### src/rtl/ula_seq_ctrl_pkg.sv
// Shared ULA definitions: opcode encodings, controller state encoding, default operand width.
// Imported by ula_seq_ctrl and ula_muldiv_iter.
// No ports (package only).
package ula_seq_ctrl_pkg;

  localparam int ULA_WIDTH = 4;

  localparam logic [2:0] OP_SOMA  = 3'd0;
  localparam logic [2:0] OP_SUB   = 3'd1;
  localparam logic [2:0] OP_MULT  = 3'd2;
  localparam logic [2:0] OP_DIV   = 3'd3;
  localparam logic [2:0] OP_IGUAL = 3'd4;
  localparam logic [2:0] OP_MAIOR = 3'd5;
  localparam logic [2:0] OP_MENOR = 3'd6;
  localparam logic [2:0] OP_DIF   = 3'd7;

  typedef enum logic [1:0] {
    ST_OCIOSO = 2'd0,
    ST_CALC   = 2'd1,
    ST_PRONTO = 2'd2
  } state_t;

endpackage

### src/rtl/ula_seq_ctrl_muldiv_iter.sv
// Iterative unsigned multiply (shift-add) / restoring divide, one bit per cycle, WIDTH cycles.
// Ports: clk, rst (sync, active-high), start/is_div/a/b load a job; done is high during the
//   last iteration cycle, and result then carries the final 2*WIDTH product or {rem, quotient}.
module ula_muldiv_iter
  import ula_seq_ctrl_pkg::*;
#(
  parameter int WIDTH = ULA_WIDTH,
  parameter int CNT_W = 2
) (
  input  logic               clk,
  input  logic               rst,
  input  logic               start,
  input  logic               is_div,
  input  logic [WIDTH-1:0]   a,
  input  logic [WIDTH-1:0]   b,
  output logic               done,
  output logic [2*WIDTH-1:0] result
);

  logic               busy;
  logic [CNT_W-1:0]   cnt;
  logic               div_q;
  logic [WIDTH-1:0]   opnd_a;
  logic [WIDTH-1:0]   opnd_b;
  // mult: {partial high, remaining multiplier bits}; div: {partial remainder, dividend/quotient}
  logic [2*WIDTH-1:0] p;
  logic [2*WIDTH-1:0] p_next;

  logic [WIDTH:0]     mul_sum;
  logic [WIDTH:0]     div_shift;
  logic [WIDTH:0]     div_diff;
  logic               div_ge;

  always_comb begin
    mul_sum   = {1'b0, p[2*WIDTH-1:WIDTH]} + (p[0] ? {1'b0, opnd_a} : '0);
    div_shift = {p[2*WIDTH-1:WIDTH], p[WIDTH-1]};
    div_ge    = (div_shift >= {1'b0, opnd_b});
    div_diff  = div_shift - {1'b0, opnd_b};
    p_next    = '0;
    if (div_q) begin
      // Restoring step: keep the subtraction only when it does not go negative.
      p_next = {(div_ge ? div_diff[WIDTH-1:0] : div_shift[WIDTH-1:0]), p[WIDTH-2:0], div_ge};
    end else begin
      // Add multiplicand into the high half when the current multiplier bit is set, then shift.
      p_next = {mul_sum, p[WIDTH-1:1]};
    end
  end

  assign done   = busy && (cnt == CNT_W'(WIDTH-1));
  assign result = p_next;

  always_ff @(posedge clk) begin
    if (rst) begin
      busy   <= 1'b0;
      cnt    <= '0;
      div_q  <= 1'b0;
      opnd_a <= '0;
      opnd_b <= '0;
      p      <= '0;
    end else if (start) begin
      busy   <= 1'b1;
      cnt    <= '0;
      div_q  <= is_div;
      opnd_a <= a;
      opnd_b <= b;
      p      <= is_div ? {{WIDTH{1'b0}}, a} : {{WIDTH{1'b0}}, b};
    end else if (busy) begin
      p   <= p_next;
      cnt <= cnt + 1'b1;
      if (cnt == CNT_W'(WIDTH-1)) begin
        busy <= 1'b0;
        cnt  <= '0;
      end
    end
  end

endmodule

### src/rtl/ula_seq_ctrl.sv
// Sequencing controller for the ULA: one request per valid/ready handshake, result held until accepted.
// Ports: clk, rst (sync, active-high); req_valido/req_pronto + op/a/b request side;
//   out_valido/out_aceito + resultado/overflow/erro_div0 result side; ocupado = not idle.
module ula_seq_ctrl
  import ula_seq_ctrl_pkg::*;
#(
  parameter int WIDTH = ULA_WIDTH,
  parameter int CNT_W = 2
) (
  input  logic             clk,
  input  logic             rst,
  input  logic             req_valido,
  output logic             req_pronto,
  input  logic [2:0]       op,
  input  logic [WIDTH-1:0] a,
  input  logic [WIDTH-1:0] b,
  output logic             out_valido,
  input  logic             out_aceito,
  output logic [WIDTH-1:0] resultado,
  output logic             overflow,
  output logic             erro_div0,
  output logic             ocupado
);

  state_t             state;
  logic               is_div_q;
  logic               md_start;
  logic               md_done;
  logic [2*WIDTH-1:0] md_res;

  // Single-cycle results, evaluated on the live inputs and captured at the accept edge.
  logic [WIDTH:0]     sum_w;
  logic [WIDTH-1:0]   sc_res;
  logic               sc_ov;
  logic               sc_err;
  logic               needs_iter;

  always_comb begin
    sum_w  = {1'b0, a} + {1'b0, b};
    sc_res = '0;
    sc_ov  = 1'b0;
    sc_err = 1'b0;
    case (op)
      OP_SOMA: begin
        sc_res = sum_w[WIDTH-1:0];
        sc_ov  = sum_w[WIDTH];
      end
      OP_SUB: begin
        sc_res = a - b;
        sc_ov  = (a < b);
      end
      OP_DIV: begin
        // Only reached here with b == 0: saturate and flag instead of iterating.
        sc_res = '1;
        sc_err = 1'b1;
      end
      OP_IGUAL: sc_res = WIDTH'(a == b);
      OP_MAIOR: sc_res = WIDTH'(a > b);
      OP_MENOR: sc_res = WIDTH'(a < b);
      OP_DIF:   sc_res = WIDTH'(a != b);
      default: begin
        sc_res = '0;
      end
    endcase
  end

  assign needs_iter = (op == OP_MULT) || ((op == OP_DIV) && (b != '0));
  assign md_start   = (state == ST_OCIOSO) && req_valido && needs_iter;

  ula_muldiv_iter #(
    .WIDTH (WIDTH),
    .CNT_W (CNT_W)
  ) u_muldiv (
    .clk    (clk),
    .rst    (rst),
    .start  (md_start),
    .is_div (op == OP_DIV),
    .a      (a),
    .b      (b),
    .done   (md_done),
    .result (md_res)
  );

  always_ff @(posedge clk) begin
    if (rst) begin
      state      <= ST_OCIOSO;
      resultado  <= '0;
      overflow   <= 1'b0;
      erro_div0  <= 1'b0;
      out_valido <= 1'b0;
      req_pronto <= 1'b1;
      ocupado    <= 1'b0;
      is_div_q   <= 1'b0;
    end else begin
      case (state)
        ST_OCIOSO: begin
          if (req_valido) begin
            req_pronto <= 1'b0;
            ocupado    <= 1'b1;
            if (needs_iter) begin
              state    <= ST_CALC;
              is_div_q <= (op == OP_DIV);
            end else begin
              state      <= ST_PRONTO;
              out_valido <= 1'b1;
              resultado  <= sc_res;
              overflow   <= sc_ov;
              erro_div0  <= sc_err;
            end
          end
        end
        ST_CALC: begin
          if (md_done) begin
            state      <= ST_PRONTO;
            out_valido <= 1'b1;
            resultado  <= md_res[WIDTH-1:0];
            overflow   <= is_div_q ? 1'b0 : (md_res[2*WIDTH-1:WIDTH] != '0);
            erro_div0  <= 1'b0;
          end
        end
        ST_PRONTO: begin
          if (out_aceito) begin
            state      <= ST_OCIOSO;
            out_valido <= 1'b0;
            req_pronto <= 1'b1;
            ocupado    <= 1'b0;
          end
        end
        default: begin
          state <= ST_OCIOSO;
        end
      endcase
    end
  end

endmodule

### config.mk
export PLATFORM = sky130hd
export DESIGN_NAME = ula_seq_ctrl
export DESIGN_NICKNAME = d
export VERILOG_FILES = /design/src/rtl/ula_seq_ctrl_pkg.sv /design/src/rtl/ula_seq_ctrl_muldiv_iter.sv /design/src/rtl/ula_seq_ctrl.sv
export SDC_FILE = /design/constraint.sdc
export NUM_CORES = 1
export LEC_CHECK = 0
export CAP_MARGIN = 20
export CORE_ASPECT_RATIO = 0.5
export CORE_MARGIN = 1.5
export CORE_UTILIZATION = 60
export CTS_BUF_LIST = sky130_fd_sc_hd__clkbuf_8
export CTS_CLUSTER_DIAMETER = 150
export DETAILED_ROUTE_END_ITERATION = 10
export PLACE_DENSITY = 0.86
export SYNTH_ARGS = -nofsm -noshare
export SYNTH_HDL_FRONTEND = slang
export SYNTH_HIERARCHICAL = 1
export SYNTH_SLANG_ARGS = --single-unit
### constraint.sdc
create_clock -name clk -period 5.2 [get_ports clk]
set_clock_uncertainty 0.1 [all_clocks]
set_input_delay 1.04 -clock clk [delete_from_list [all_inputs] [get_ports clk]]
set_output_delay 1.04 -clock clk [all_outputs]
set_load 0.03 [all_outputs]
==> results of run 1 <==
## kinds of logic after synthesis
family                   count (synthesis)  synth area share (%)
AO/OA/AOI/OAI                           66                 19.61
XOR/XNOR                                 5                 1.956
adder cells (fa/ha/maj)                 21                 13.07
buffers and inverters                   32                 6.313
flip-flops                              32                 28.60
multiplexers                            23                 10.84
AND/OR/NAND/NOR                         91                 19.61
## power by group through the flow
stage	Sequential (mW)	Combinational [mW]	Clock (mW)
2_1_floorplan	0.282	0.0849	0
3_3_place_gp	0.274	0.134	0
3_5_place_dp	0.275	0.138	0
4_1_cts	0.269	0.138	0.195
5_1_grt	0.271	0.154	0.208
6_report	0.269	0.140	0.195
## critical path, stage by stage
cell	delay, ns
clkdlybuf4s50_1	0.69
or3b_1	0.41
o31ai_1	0.35
nor3_2	0.07
buf_4	0.24
or2_0	0.35
or3_1	0.34
o31ai_1	0.19
## per-layer routing
metal  vias up  track usage (%)
met1       986            38.80
met4         0            7.077
li1        988                -
met2        75            42.71
met5         -                0
met3         7            6.810
## synthesized netlist by cell type (all sizes together) (2+ instances only)
master  count  area share, %
and3        2           0.56
o22ai       2           0.56
o31ai       3            1.0
mux2        7            3.7
a21o        5            1.7
mux2i      16            7.2
nor2b       6            1.7
inv        18            3.0
nor2       44            7.4
dfxtp      32             29
fa          4            3.6
a31oi       3           0.84
a21oi      19            4.7
nand3       4           0.89
a211oi      4            1.6
clkbuf      7            1.2
and2        6            1.7
a311oi      2           0.78
a22oi       4            1.3
nand2b      4            1.1
xnor2       2           0.78
nand2       6            1.0
nor3        9            2.0
ha         17            9.5
a31o        2           0.78
o21ai      15            3.5
buf         7            2.1
or3         3           0.84
xor2        3            1.2
## registers in the layout, summed over array words and instances, names as in the netlist, 2 cells and up
register	flops
u_muldiv/opnd_b	4
u_muldiv/p	8
u_muldiv/opnd_a	4
u_muldiv/cnt	2
state	2
resultado	4
## metrics by stage
step	total power, mW	hold slack [ns]	utilization [%]
6_report	0.6038	0.3822	73.01
5_1_grt	0.6330	0.4134	73.01
4_1_cts	0.6030	0.3858	73.01
3_5_place_dp	0.4123	0.3698	70.45
3_3_place_gp	0.4077	0.3666	70.45
2_1_floorplan	0.3668	0.3515	-
## worst min path at each step
stage	from	endpoint
detailed placement	out_valido	out_valido
global placement	out_valido	out_valido
finish	out_valido	out_valido
global route	out_valido	out_valido
CTS	out_valido	out_valido
floorplan	u_muldiv/opnd_a[0]	u_muldiv/opnd_a[0]
## cell type report
class / instances / area [µm²] / share of cell area, %
clock buffers: 6 / 82.58 / 3.223
clock inverters: 2 / 7.507 / 0.2930
inverters: 18 / 67.56 / 2.637
multi-input cells: 206 / 1463 / 57.08
flip-flops and latches: 32 / 640.6 / 25.00
well taps: 51 / 63.81 / 2.490
repair buffers: 24 / 237.7 / 9.277
==> impl_metrics.ini, run 1 <==
[outcome]
outcome = completed

[placement]
dp_hpwl_um = 3851
dp_slack_ns = 1.365
gp_congestion = 0.8942
portBuffers = 23
place_inst = 331
post_dp_cell_area_mm2 = 0.002472

[clock_tree]
cts-resized-gates = 0
clock_sinks = 32
htree_levels = 2
clockBufferDepth = 2
cts_hold_buf = 0
cts_buffers = 5
cts_root_buf = clkbuf_8
cts_tree = built
clock_latency_ns = 0.28
clk_pin_slew_worst_paths_ns = 0.07
post_cts_buffers = 0

[synthesis]
ys.flop_type = dfxtp_1
yosysWarnings = 6
ys_ff_latch = 32
syn_area_mm2 = 0.002240
synth_cells = 270
ys_seq_area_share_pct = 28.60
synth.avg_cell_area_um2 = 8.295
async_reset_ff_share_pct = 0
synth_edf_count = 0
ys_types = 50
synthesis.nets = 306

[routing]
dr_wl_met3_um = 364
drc = 0
met2_length_um = 2300
viasPerCell = 6.065
first_iter_violations = 135
wl_met1_um = 2411
routed-via-count = 2056
wl_per_cell_um = 15.09
wirelength_um = 5115
topRoutingLayerUsed = met4
ant_nets = 0
drt_first_pass_iters = 5

[critical_path]
critPathCaptureType = flop
rr_endpoint = overflow
r2r_slack_ns = 2.45
critPathCapture = u_muldiv/p[7]
r2r-start = u_muldiv/p[0]
ff2ff_path_depth = 10
startpoint_type = primary input
worstPathRequired_ns = 5.29
worst-path-max-fanout = 22
arrival_ns = 3.69
critPathKind = in -> reg
critical_path.startpoint = op[0]

[finish]
final_nets = 323
drive_above_1_share_pct = 6.944
layout_common_cells = nor2_1, dfxtp_1, clkdlybuf4s50_1
area_delta_synth_final_pct = 14.41
design_area_mm2 = 0.002562
final-instance-count-excl-fill = 339
layout_commonest_cell = nor2_1
fillers = 287
diodes = 0

[sta]
post-route-period-util_pct = 69.22
final.setup.tns_ns = 0
fmax_mhz = 277.8
period_minus_slack_ns = 3.599
slew_violations = 0
tightest_slew_ns = 0.7969
hold_violations = 0
rsz0062_at_grt = false
setup_viol = 0
setup_slack_ns = 1.601
slew_headroom_pct = 46.70

[floorplanning]
start_util_pct = 63.81
placementRows = 15
die_area_mm2 = 0.004131
ioPinCount = 24
core_area_mm2 = 0.003510
dieHeight_um = 46.20
die_w_um = 89.41

[grt]
antenna_found_initial = 0
overflow = 0
grt_pass1_wl_um = 8431
grt_pass1_vias = 1773
grt_max_degree = 24
grt_use_total_pct = 27.58

[pwr]
combinationalPowerShare_pct = 23.1
p_int_uw = 423.5
p_switching_uw = 180.3
pwr-share-seq_pct = 44.6
p_leak_nw = 1.069
pwr_density_cell_mw_per_mm2 = 235.6
ir_worst_vdd_v = 0.0001163
switching_share_pct = 29.86
clkPwrFrac_pct = 32.3

[hold_path]
min_path_cells = 1
worstHoldPathType = reg -> reg

[run]
maxCapViolCount = 0
Note: power is estimated with default switching activity, not from simulation.
==> run 2, diff against run 1 <==
- CORE_UTILIZATION: 60 -> 53
- PLACE_DENSITY: 0.86 -> 0.8
- clock period: 5.2 -> 3 ns (I/O delays scaled with it)
==> run 2 against run 1 <==
Against the previous run:
- clock-buffer cell count grew 1
- die area grew 13%
- largest power group unchanged
- sequential power grew 74%
==> impl_metrics.ini, run 2 (synthesized netlist as in run 1, its figures left out) <==
[clock_tree]
clk_pin_slew_worst_paths_ns = 0.07
cts_hold_buf = 0
cts_buffers = 5
cts-resized-gates = 0
htree_levels = 2
cts_tree = built
clock_sinks = 32
clockBufferDepth = 2
cts_root_buf = clkbuf_8
clock_latency_ns = 0.28
post_cts_buffers = 0

[floorplanning]
start_util_pct = 56.22
core_area_mm2 = 0.003984
placementRows = 16
die_w_um = 94.93
dieHeight_um = 48.97
die_area_mm2 = 0.004648
ioPinCount = 24

[routing]
drc = 0
wirelength_um = 5278
ant_nets = 0
drt_first_pass_iters = 4
first_iter_violations = 102
wl_per_cell_um = 14.99
viasPerCell = 5.548
routed-via-count = 1953

[finish]
layout_commonest_cell = nor2_1
area_delta_synth_final_pct = 19.55
drive_above_1_share_pct = 10.74
max_flop_register = u_muldiv/p
fillers = 323
final_nets = 333
largest_reg_flops = 8
layout_common_cells = nor2_1, dfxtp_1, clkdlybuf4s50_1
finish.utilization_pct = 67.21
diodes = 0

[pwr]
clkPwrFrac_pct = 38.6
pwr_density_cell_mw_per_mm2 = 439.3
p_switching_uw = 319.9
ir_worst_vdd_v = 0.0001802
p_int_uw = 856.3
design_power_total_mw = 1.176
pwr-share-seq_pct = 39.7
switching_share_pct = 27.20
p_leak_nw = 1.129
combinationalPowerShare_pct = 21.7

[placement]
dp_hpwl_um = 4094
gp_congestion = 0.8602
portBuffers = 23

[run]
maxCapViolCount = 0

[critical_path]
startpoint_type = flop
rr_endpoint = overflow
arrival_ns = 2.78
critPathKind = reg -> reg
critPathCaptureType = flop
r2r_slack_ns = 0.27
critical_path.startpoint = u_muldiv/p[0]
worst-path-max-fanout = 6
ff2ff_path_depth = 10
critPathCapture = overflow
worstPathRequired_ns = 3.05
r2r-start = u_muldiv/p[0]

[sta]
rsz0062_at_grt = false
period_minus_slack_ns = 2.729
timing.hold.ws_ns = 0.3875
tightest_slew_ns = 0.6158
fmax_mhz = 366.5
final.setup.tns_ns = 0
hold_violations = 0
slew_headroom_pct = 58.89
setup_viol = 0
post-route-period-util_pct = 90.95
slew_violations = 0

[grt]
antenna_found_initial = 0
met1_usage_pct = 32.53
grt_use_total_pct = 24.12
grt_max_degree = 19
overflow = 0
grt-busiest-layer = met2
grt_pass1_wl_um = 8562
globalRouteMet3Util_pct = 5.140
grt_pass1_vias = 1827
grtUsageMet2_pct = 38.57

[hold_path]
worstHoldPathType = reg -> reg

[outcome]
outcome = completed
-- run 2: cell count changes in the layout (fill, tap and decap cells not counted), sizes merged --
cell    previous run  this run
inv               20        18
buf                1        11
bufinv             0         1
clkbuf             6         7
-- run 2: through the flow --
step | setup slack, ns | instance area [µm²] | cells
2_1_floorplan | 0.5969 | 2240 | 270
3_3_place_gp | 0.1652 | 2551 | 344
3_5_place_dp | 0.09593 | 2551 | 344
4_1_cts | 0.3045 | 2678 | 352
5_1_grt | 0.1225 | 2678 | 352
6_report | 0.2714 | 2678 | 352
-- run 2: cell type report --
class | instances | area (µm²) | area share, %
clock inverters | 1 | 30.03 | 1.121
multi-input cells | 206 | 1463 | 54.63
clock buffers | 7 | 96.34 | 3.598
well taps | 54 | 67.56 | 2.523
inverters | 18 | 67.56 | 2.523
repair buffers | 34 | 312.8 | 11.68
flip-flops and latches | 32 | 640.6 | 23.93
-- run 2: how the worst min path moves through the flow --
stage | endpoint | from | cells after the start | slack (ns)
after detailed placement | out_valido | out_valido | 1 | 0.38
after global routing | out_valido | out_valido | 1 | 0.42
after floorplan | u_muldiv/opnd_a[0] | u_muldiv/opnd_a[0] | 2 | 0.35
after CTS | out_valido | out_valido | 1 | 0.39
after global placement | out_valido | out_valido | 1 | 0.37
final | out_valido | out_valido | 1 | 0.39
-- run 2: layer usage --
metal / wire length, µm / share of wire, %
met2: 2432 / 46
met3: 202 / 3.8
met5: 0 / 0
met1: 2573 / 49
met4: 70 / 1.3
-- run 2: power by group through the flow --
stage,registers (mW),logic [mW],clock network [mW]
2_1_floorplan,0.489,0.147,0
3_3_place_gp,0.475,0.245,0
3_5_place_dp,0.476,0.250,0
4_1_cts,0.467,0.253,0.459
5_1_grt,0.470,0.277,0.481
6_report,0.467,0.255,0.455
-- run 2: critical path, cell delays in order (launching register included) --
cell and delay [ns]:
dfxtp_1 0.35, and2_1 0.18, ha_1 0.22, fa_1 0.40, a21o_1 0.20, a211oi_1 0.28
nor3_1 0.09, nor4_1 0.40, nor3_1 0.12, a31oi_1 0.19, a21oi_1 0.09
==> run 3, diff against run 2 <==
==> constraint.sdc (replaced) <==
create_clock -name clk -period 3 [get_ports clk]
set_clock_uncertainty 0.1 [all_clocks]
set_input_delay 0.45 -clock clk [delete_from_list [all_inputs] [get_ports clk]]
set_output_delay 0.45 -clock clk [all_outputs]
set_load 0.03 [all_outputs]
==> run 3 against run 2 <==
Against the previous run:
- critical path depth unchanged
- largest power group unchanged
- critical path type unchanged
- die area unchanged
- critical endpoint unchanged
- clock power decreased by 11%
- clock-buffer cell count decreased by 2
- fmax increased by 2.1%
==> impl_metrics.ini, run 3 (synthesized netlist as in run 1, its figures left out) <==
[critical_path]
arrival_ns = 2.73
startpoint_type = flop
critPathKind = reg -> reg
worstPathRequired_ns = 3.06
ff2ff_path_depth = 10
r2r_slack_ns = 0.33
critPathCaptureType = flop
r2r-start = u_muldiv/p[0]
worst-path-max-fanout = 6
rr_endpoint = overflow

[sta]
hold_violations = 0
timing.hold.ws_ns = 0.3833
post-route-period-util_pct = 89.07
final.setup.tns_ns = 0
period_minus_slack_ns = 2.672
slew_headroom_pct = 60.03
slew_violations = 0
fmax_mhz = 374.2
setup_viol = 0
tightest_slew_ns = 0.5987
setup_slack_ns = 0.3279
rsz0062_at_grt = false

[outcome]
outcome = completed

[hold_path]
worstHoldPathType = reg -> reg
min-delay-start = out_valido
whs_endpoint = out_valido
min_path_cells = 1

[clock_tree]
cts_tree = built
cts_root_buf = clkbuf_8
clk_pin_slew_worst_paths_ns = 0.07
clock_latency_ns = 0.29
clockBufferDepth = 2
cts_buffers = 5
clock_sinks = 32
htree_levels = 2

[grt]
grt_pass1_wl_um = 9114
grt_use_total_pct = 25.90
antenna_found_initial = 0
overflow = 0
grt_max_degree = 19
grt_pass1_vias = 1948

[floorplanning]
die_area_mm2 = 0.004648
start_util_pct = 56.22
dieHeight_um = 48.97
die_w_um = 94.93
core_area_mm2 = 0.003984
placementRows = 16
ioPinCount = 24

[finish]
fillers = 341
diodes = 0
layout_commonest_cell = nor2_1
final_nets = 328
largest_reg_flops = 8
area_delta_synth_final_pct = 17.32
max_flop_register = u_muldiv/p
layout_common_cells = nor2_1, dfxtp_1, clkdlybuf4s50_1
drive_above_1_share_pct = 9.215

[placement]
dp_hpwl_um = 4234
portBuffers = 23
gp_congestion = 0.8681
dp_slack_ns = 0.2146

[routing]
routed-via-count = 2020
drc = 0
viasPerCell = 5.821
wl_per_cell_um = 15.64
wirelength_um = 5427
drt_first_pass_iters = 4
first_iter_violations = 111
ant_nets = 0

[pwr]
ir_worst_vdd_v = 0.0003079
p_leak_nw = 1.101
pwr_density_cell_mw_per_mm2 = 426.7
design_power_total_mw = 1.121

[run]
maxCapViolCount = 0
## run 3: stage by stage
| stage | cells | utilization, % | cell area (µm²) |
|---|---|---|---|
| floorplan | 270 | - | 2240 |
| global placement | 339 | 63.10 | 2514 |
| detailed placement | 339 | 63.10 | 2514 |
| CTS | 347 | 65.80 | 2621 |
| global route | 347 | 65.95 | 2628 |
| finish | 347 | 65.95 | 2628 |
## run 3: critical path, cell delays in order (launching register included)
cell	delay, ns
dfxtp_1	0.36
and2_1	0.18
ha_1	0.23
fa_1	0.41
a21o_1	0.20
a211oi_1	0.30
nor3_1	0.11
nor4_2	0.26
nor3_1	0.11
a31oi_1	0.20
a21oi_1	0.09
## run 3: worst max path at each step
stage	start	end	slack, ns	cells after the start
after detailed placement	b[1]	u_muldiv/p[7]	0.21	7
after global routing	u_muldiv/p[0]	overflow	0.1	10
after floorplan	op[0]	u_muldiv/p[0]	0.75	7
final	u_muldiv/p[0]	overflow	0.33	10
after global placement	b[1]	u_muldiv/p[5]	0.27	8
after CTS	u_muldiv/p[0]	overflow	0.19	10
## run 3: per-layer routing
metal | GRT usage [%] | share of wire (%) | vias up
li1 | - | - | 999
met1 | 33.14 | 45 | 961
met2 | 43.57 | 49 | 51
met3 | 6.231 | 5.2 | 9
met4 | 6.965 | 1.1 | 0
met5 | 0 | 0 | -
## run 3: repair_timing
action | 4_1_cts | 5_1_grt
gates resized for setup | 0 | 1
hold buffers | 0 | 0
endpoints found under the setup margin | 0 | 1
setup buffers | 0 | 0
## run 3: final cells by class
type,instances,area [µm²],share of cell area (%)
clock buffers,5,68.82,2.619
clock inverters,3,38.79,1.476
inverters,18,67.56,2.571
multi-input cells,206,1469,55.90
flip-flops and latches,32,640.6,24.38
well taps,54,67.56,2.571
repair buffers,29,275.3,10.48
## run 3: where the power goes
part           switching, mW  internal [mW]
Clock                  0.163          0.243
Sequential            0.0201          0.447
Combinational          0.137          0.111
